File: config.mk
export PLATFORM = sky130hd
export DESIGN_NAME = s_accum
export DESIGN_NICKNAME = d
export VERILOG_FILES = /design/src/rtl/s_pkg.sv /design/src/rtl/s_onehot_dec.sv /design/src/rtl/s_accum.sv
export SDC_FILE = /design/constraint.sdc
export NUM_CORES = 1
export LEC_CHECK = 0
export ABC_CLOCK_PERIOD_IN_PS = 3800
export BUFFER_PORTS_ARGS = -buffer_cell sky130_fd_sc_hd__buf_2
export CORE_MARGIN = 1
export CORE_UTILIZATION = 55
export DETAILED_ROUTE_END_ITERATION = 16
export GPL_TIMING_DRIVEN = 0
export PLACE_DENSITY = 0.93
export SYNTH_ARGS = -nofsm -noshare
export SYNTH_HDL_FRONTEND = slang
export SYNTH_SLANG_ARGS = --single-unit
File: constraint.sdc
create_clock -name clk -period 3.8 [get_ports clk]
set_input_delay 0.38 -clock clk [delete_from_list [all_inputs] [get_ports clk]]
set_output_delay 0.38 -clock clk [all_outputs]
set_load 0.01 [all_outputs]
File: src/rtl/s_pkg.sv
// Shared types and width helpers for the s_accum index-stream accumulator.
package s_pkg;

  typedef enum logic [0:0] {
    ACCUM = 1'b0,
    EMIT  = 1'b1
  } state_t;

  function automatic int enc_w(input int w);
    return $clog2(w);
  endfunction

  // One extra bit so the count can reach w itself.
  function automatic int cnt_w(input int w);
    return $clog2(w) + 1;
  endfunction

endpackage

File: src/rtl/s_onehot_dec.sv
// Encoded index to one-hot vector decode with an in-range flag; indices >= W
// decode to all zeros instead of wrapping.
module s_onehot_dec
  import s_pkg::*;
#(
  parameter int W = 32,
  localparam int ENC_W = enc_w(W)
) (
  input  logic [ENC_W-1:0] pos,
  output logic [W-1:0]     onehot,
  output logic             in_range
);

  // Range check and plain bitwise decode
  always_comb begin
    in_range = (32'(pos) < 32'(W));
    onehot   = {W{1'b0}};
    for (int i = 0; i < W; i++) begin
      onehot[i] = (pos == ENC_W'(i));
    end
  end

endmodule

File: src/rtl/s_accum.sv
// Rebuilds a W-bit vector from a stream of encoded indices and emits it with
// its popcount and error flags. Optional macro: S_ACCUM_BYPASS_EN (no bubble).
module s_accum
  import s_pkg::*;
#(
  parameter int W = 32,
  localparam int ENC_W = enc_w(W),
  localparam int CNT_W = cnt_w(W)
) (
  input  logic             clk,
  input  logic             rst_n,
  input  logic             in_vld,
  input  logic [ENC_W-1:0] in_pos,
  input  logic             in_last,
  output logic             in_rdy,
  output logic             out_vld,
  output logic [W-1:0]     out_y,
  output logic [CNT_W-1:0] out_cnt,
  output logic             out_dup,
  output logic             out_oor,
  input  logic             out_rdy
);

  state_t           state_r, state_s;
  logic [W-1:0]     acc_r, acc_s, base_acc_s, onehot_s;
  logic [CNT_W-1:0] cnt_r, cnt_s, base_cnt_s;
  logic             dup_r, dup_s, oor_r, oor_s;
  logic             in_range_s, beat_s, hs_s;

  s_onehot_dec #(.W(W)) u_dec (
    .pos      (in_pos),
    .onehot   (onehot_s),
    .in_range (in_range_s)
  );

  assign out_vld = (state_r == EMIT);
`ifdef S_ACCUM_BYPASS_EN
  assign in_rdy  = (state_r == ACCUM) | out_rdy;
`else
  assign in_rdy  = (state_r == ACCUM);
`endif

  assign out_y   = acc_r;
  assign out_cnt = cnt_r;
  assign out_dup = dup_r;
  assign out_oor = oor_r;

  // Next-state and accumulator update; a handshake clears before a same-cycle beat lands
  always_comb begin
    state_s    = state_r;
    beat_s     = in_vld & in_rdy;
    hs_s       = out_vld & out_rdy;
    base_acc_s = hs_s ? {W{1'b0}} : acc_r;
    base_cnt_s = hs_s ? {CNT_W{1'b0}} : cnt_r;
    acc_s      = base_acc_s;
    cnt_s      = base_cnt_s;
    dup_s      = hs_s ? 1'b0 : dup_r;
    oor_s      = hs_s ? 1'b0 : oor_r;

    if (beat_s) begin
      if (!in_range_s) begin
        oor_s = 1'b1;
      end else if ((base_acc_s & onehot_s) != {W{1'b0}}) begin
        dup_s = 1'b1;
      end else begin
        acc_s = base_acc_s | onehot_s;
        cnt_s = base_cnt_s + CNT_W'(1);
      end
    end else begin
      acc_s = base_acc_s;
    end

    case (state_r)
      ACCUM: begin
        if (beat_s && in_last) begin
          state_s = EMIT;
        end else begin
          state_s = ACCUM;
        end
      end
      EMIT: begin
        if (hs_s) begin
          state_s = (beat_s && in_last) ? EMIT : ACCUM;
        end else begin
          state_s = EMIT;
        end
      end
      default: state_s = ACCUM;
    endcase
  end

  // State and result registers with synchronous active-low reset
  always_ff @(posedge clk) begin
    if (!rst_n) begin
      state_r <= ACCUM;
      acc_r   <= {W{1'b0}};
      cnt_r   <= {CNT_W{1'b0}};
      dup_r   <= 1'b0;
      oor_r   <= 1'b0;
    end else begin
      state_r <= state_s;
      acc_r   <= acc_s;
      cnt_r   <= cnt_s;
      dup_r   <= dup_s;
      oor_r   <= oor_s;
    end
  end

endmodule
==> metrics, run 1 <==
critical path's largest stage delay=0.47 ns; number of buffers added to fix hold violations after cts=0; GRT met3 Usage=0.0525; library cells used by synthesis=52; ratio of cells with drive above 1 in the final layout=0.311; final critical-path share of the clock period=0.597; sort of element at the end of the critical path=flop; Net Count, Synth=226; overall overflow remaining after global route=0; TritonCTS Buffers=5; final setup violation count=0; signed area change from the synthesized netlist to the final layout=18.8%; CP startpoint kind=flop; critical path launch point=out_y[29]; post-CTS setup buffers=0; maximum number of pins on one net before global-route repair=15; H-Tree Depth=2; combined area of the multi-input logic cells=0.00102 mm2; port bufs=50; vias in the first global route=1,655; r2r worst-path depth=6; Global Route met1 Usage=0.393; DR WL/cell=15.9 um; WS Path Type=flop to flop; number of flops mapped to enable cells by yosys=0; initial core utilization=0.578; transition time at the pin with the least slew margin=0.545 ns; antenna diode count=0; launch instance of the worst register-to-register path=out_y[29]; Cells after Synth=215; required time worst endpoint=4.07 ns; Core Region=0.00336 mm2; outcome=finished clean; Avg Synthesized Cell Area=9.05 um2; Max stage delay cell, worst path=mux4_2; number of placed I/O pins=52; most common library cell in the layout ignoring fill and taps=buf_2; endpoint of the lowest-slack register-to-register path=out_cnt[0]; Async S/R FF share, synth=0; placer's final routability congestion estimate=0.988; sinks on the clock net=40; Max-slew headroom=0.637; via count normalized by instance count=5.87; share of the yosys chip area belonging to registers=0.412; share of Yosys cell area claimed by the top area cell type=0.412; maximum capacitance violations=0; first drt pass iteration count=5; number of buffers between clock root and the deepest sink=2; die outline area=0.00378 mm2; clock network latency to the later pin of the worst-skew pair=0.36 ns; hold violation total from the final report=0; total power=0.751 mW; critical path capture point=out_cnt[0]; worst hold margin=0.290 ns; Placement Rows=21; dominant cell type by area after synthesis=dfxtp_1; maximum vdd ir drop=285 uV; fin. max-slew vios=0; DIE HEIGHT=61.5 um; CTS tree=yes; top post-synthesis cells by area=dfxtp_1 41%, nand2_1 7.3%, o21ai_0 4.1%; post-detailed-routing wire length=5060 um; number of filler cells placed in the layout=296; setup slack of the most critical reg-to-reg path=1.53 ns; Tmin final=2.27 ns; post-route setup TNS=0 ns; first-pass GRT wire length=8050 um; clock input transition at the sequential cells of the worst setup and hold paths=0.13 ns; antenna violation net count after detailed routing=0; overall track demand over capacity in global routing=0.300; number of instances resized during post-cts repair=0; Post-route DRC=0; HPWL Detailed=3740 um; number of nets in the layout=283; Vias=1,871; number of antenna violations at the first check in global routing=0; Hold Path Class=input pin to flop; setup clock skew after layout=0.0127 ns; Pwr per Cell Area=325 mW/mm2; final setup slack of the worst path=1.53 ns; ordered cell list for the critical path=mux4_2 -> o221a_2 -> a2111oi_4 -> nand4_1 -> and2_0 -> o21a_1; unrepaired setup endpoints after global routing=false; CTS root buffer=clkbuf_4; dominant synthesized flop cell=dfxtp_1; Leakage=0.970 nW; worst slack at placement=1.26 ns; die width=61.5 um; commonest non-fill, non-tap cells in the layout=52 x buf_2, 40 x dfxtp_1, 38 x nand2_1, 16 x o21ai_0, 9 x nand3_1; peak clock frequency supported by timing=441 MHz; met2 usage in global routing=0.475; most used routing layer in global routing=met2; Data arrival, critical path=2.53 ns; cell area after synthesis=0.00195 mm2; Iter 0 DRT Violations=101; synth warn=0; crit-path max FO=8; FF+latch area=801 um2; total of flip-flops plus latches after synthesis=40
[layer usage]
metal | vias to the layer above | part of all wire
met5 | - | 0
met4 | 0 | 0.033
li1 | 899 | -
met3 | 20 | 0.084
met2 | 101 | 0.46
met1 | 851 | 0.42
[registers in the layout, summed over array words and instances, names as in the netlist]
| signal | flops |
|---|---|
| out_cnt | 6 |
| out_dup | 1 |
| out_vld | 1 |
| out_y | 32 |
[cell type report]
cell class / count / area share
repair buffers: 50 / 0.108
clock buffers: 5 / 0.0162
clock inverters: 3 / 0.00920
well taps: 46 / 0.0249
multi-input cells: 158 / 0.443
plain buffers: 14 / 0.0476
inverters: 3 / 0.00487
flip-flops and latches: 40 / 0.346
[report_power, final]
part           internal [mW]  leakage [nW]  switching, mW  total [mW]
Sequential             0.426         0.323        0.00469       0.430
Combinational         0.0345         0.616         0.0622      0.0967
Clock                 0.0732        0.0316          0.151       0.224
[worst min path at each step]
| stage | to | slack, ns | cells after the start | start |
|---|---|---|---|---|
| 2_1_floorplan | out_y[0] | 0.48 | 2 | out_y[0] |
| 3_3_place_gp | out_dup | 0.44 | 2 | out_dup |
| 3_5_place_dp | out_dup | 0.44 | 2 | out_dup |
| 4_1_cts | out_cnt[0] | 0.29 | 2 | rst_n |
| 5_1_grt | out_cnt[0] | 0.30 | 2 | rst_n |
| 6_report | out_cnt[0] | 0.29 | 2 | rst_n |
[cells in the mapped netlist, drive strengths merged (4+ instances only)]
cell,instances
and2,5
nor2,6
nand2,41
nand3b,5
clkbuf,8
dfxtp,40
a32o,7
nand2b,5
mux2i,4
o31ai,5
buf,6
nand3,9
o21ai,24
[cells by family (layout without fill, tap and decap cells)]
family,count (synthesis),in the layout,synth area share
buffers and inverters,17,75,0.0624
multiplexers,6,6,0.0437
AO/OA/AOI/OAI,56,56,0.217
other,1,1,0.00193
adder cells (fa/ha/maj),1,1,0.00643
AND/OR/NAND/NOR,94,94,0.257
flip-flops,40,40,0.412
[per-stage QoR]
stage | instance area, um2 | cells | util
2_1_floorplan | 1950 | 215 | -
3_3_place_gp | 2250 | 311 | 0.670
3_5_place_dp | 2250 | 311 | 0.670
4_1_cts | 2310 | 319 | 0.688
5_1_grt | 2310 | 319 | 0.688
6_report | 2310 | 319 | 0.688
[critical path, delay by kind of cell (launching register included)]
family	cells	cell delay [ns]
AO/OA/AOI/OAI	3	0.72
flip-flops	1	0.34
multiplexers	1	0.47
AND/OR/NAND/NOR	2	0.63
Power figures use the tool's default switching activity.
==> run 2: changes to the inputs <==
--- a/config.mk
+++ b/config.mk
@@ -5,13 +5,13 @@
 export SDC_FILE = /design/constraint.sdc
 export NUM_CORES = 1
 export LEC_CHECK = 0
-export ABC_CLOCK_PERIOD_IN_PS = 3800
+export ABC_CLOCK_PERIOD_IN_PS = 2200
 export BUFFER_PORTS_ARGS = -buffer_cell sky130_fd_sc_hd__buf_2
 export CORE_MARGIN = 1
-export CORE_UTILIZATION = 55
+export CORE_UTILIZATION = 52
 export DETAILED_ROUTE_END_ITERATION = 16
 export GPL_TIMING_DRIVEN = 0
-export PLACE_DENSITY = 0.93
+export PLACE_DENSITY = 0.89
 export SYNTH_ARGS = -nofsm -noshare
 export SYNTH_HDL_FRONTEND = slang
 export SYNTH_SLANG_ARGS = --single-unit
==> constraint.sdc (replaced) <==
create_clock -name clk -period 2.2 [get_ports clk]
set_input_delay 0.22 -clock clk [delete_from_list [all_inputs] [get_ports clk]]
set_output_delay 0.22 -clock clk [all_outputs]
set_load 0.01 [all_outputs]
==> run 2 against run 1 <==
  * Design area is 3.9% higher
  * Combinational power is 88% higher
  * Die area is 5.6% higher
  * Routed wire length is 2.7% higher
  * Sequential share of layout area is 1.2 points lower
  * Critical path depth stayed put
  * Count of clock-buffer cells in the layout stayed put
  * Setup slack worse by 1.5 ns
  * Sequential cell count stayed put
  * Critical endpoint is now out_y[12]
==> metrics, run 2 (synthesis results as in run 1) <==
overall track demand over capacity in global routing=0.272; maximum number of pins on one net before global-route repair=13; DIE HEIGHT=63.2 um; die width=63.2 um; ordered cell list for the critical path=mux4_2 -> o221a_4 -> a2111oi_4 -> nand3_1 -> nor2_4 -> a32o_1; clock input transition at the sequential cells of the worst setup and hold paths=0.08 ns; initial core utilization=0.561; CTS root buffer=clkbuf_8; TritonCTS Buffers=5; critical path's largest stage delay=0.48 ns; Iter 0 DRT Violations=134; placed cell area=0.00225 mm2; number of placed I/O pins=52; via count normalized by instance count=5.86; Placement Rows=21; post-route setup TNS=0 ns; WS Path Type=flop to flop; antenna violation net count after detailed routing=0; final critical-path share of the clock period=0.972; outcome=finished clean; sinks on the clock net=40; combinational group share of total power=0.130; placer's final routability congestion estimate=0.952; port bufs=50; dpl cells=311; overall overflow remaining after global route=0; Tmin final=2.14 ns; buffers and inverters on the worst path=0; unrepaired setup endpoints after global routing=true; H-Tree Depth=2; number of flip-flops in the largest register=32; first drt pass iteration count=4; antenna diode count=0; Leakage=1.01 nW; first-pass GRT wire length=8440 um; number of buffers added to fix hold violations after cts=0; share of the core filled with cells in the final layout=0.693; signed area change from the synthesized netlist to the final layout=23.5%; Vias=1,875; startpoint of the worst hold path=rst_n; Data arrival, critical path=2.37 ns; total power=1.40 mW; setup clock skew after layout=0.0142 ns; vias in the first global route=1,796; most common library cell in the layout ignoring fill and taps=buf_2; commonest non-fill, non-tap cells in the layout=52 x buf_2, 39 x dfxtp_1, 38 x nand2_1, 12 x o21ai_1, 10 x o21ai_0; CTS tree=yes; worst hold margin=0.227 ns; number of nets in the layout=285; final setup violation count=0; final setup slack of the worst path=0.0613 ns; fraction of power spent switching nets=0.271; DR WL/cell=16.3 um; Max stage delay cell, worst path=mux4_2; register share of total power=0.532; crit-path max FO=5; launch instance of the worst register-to-register path=out_y[29]; kind of cell with the highest combined delay on the critical path=compound AO/OA/AOI/OAI gates; required time worst endpoint=2.43 ns; clock network latency to the later pin of the worst-skew pair=0.30 ns; CP startpoint kind=flop; die outline area=0.00399 mm2; Core Region=0.00347 mm2; number of antenna violations at the first check in global routing=0; Post-route DRC=0; ratio of cells with drive above 1 in the final layout=0.336; transition time at the pin with the least slew margin=0.532 ns; maximum capacitance violations=0; fin. max-slew vios=0; number of buffers between clock root and the deepest sink=2; internal portion of total power=1.02 mW; Max-slew headroom=0.644; worst slack at placement=-0.218 ns; Pwr per Cell Area=581 mW/mm2; sort of element at the end of the critical path=flop; hold violation total from the final report=0; final instance area=0.00240 mm2; fraction of power consumed by the clock network=0.338; Hold Path Class=input pin to flop; number of standard cells in the layout, taps in and fillers out=320; maximum vdd ir drop=529 uV; critical path launch point=out_y[29]; HPWL Detailed=3720 um; peak clock frequency supported by timing=468 MHz; post-detailed-routing wire length=5200 um; net switching power=0.379 mW
-- run 2: cell count changes in the layout (fill, tap and decap cells not counted), sizes merged --
cell / before / now
buf: 56 / 58
inv: 4 / 3
-- run 2: per-layer routing --
| metal | track usage | vias to the layer above | wire length (um) |
|---|---|---|---|
| met1 | 0.343 | 904 | 2360 |
| met5 | 0 | - | 0 |
| met3 | 0.0761 | 12 | 288 |
| li1 | - | 895 | - |
| met2 | 0.427 | 64 | 2460 |
| met4 | 0.125 | 0 | 93 |
-- run 2: power by group through the flow --
stage | sequential, mW | combinational (mW) | clock [mW]
floorplan | 0.764 | 0.101 | 0
global placement | 0.759 | 0.160 | 0
detailed placement | 0.760 | 0.163 | 0
CTS | 0.743 | 0.168 | 0.476
global route | 0.744 | 0.197 | 0.509
finish | 0.743 | 0.182 | 0.472
-- run 2: layout make-up --
class                   instances  area, um2
plain buffers                  14        114
clock buffers                   5       68.8
clock inverters                 2       12.5
fillers                       298       1070
inverters                       3       11.3
multi-input cells             158       1070
flip-flops and latches         40        802
well taps                      46       57.6
repair buffers                 52        269
-- run 2: what timing repair did --
item,CTS,global route
hold endpoints to repair,0,0
resized for setup,0,20
endpoints found under the setup margin,2,27
pin swaps,1,0
setup buffers,2,0
-- run 2: path summary, 6_finish.rpt --
path / to / slack (ns) / cells past startpoint
worst max-delay path: out_y[12] / 0.06 / 6
worst min-delay path: out_cnt[0] / 0.23 / 2
worst max register to register: out_y[12] / 0.06 / 6
worst min register to register: out_y[1] / 0.47 / 2
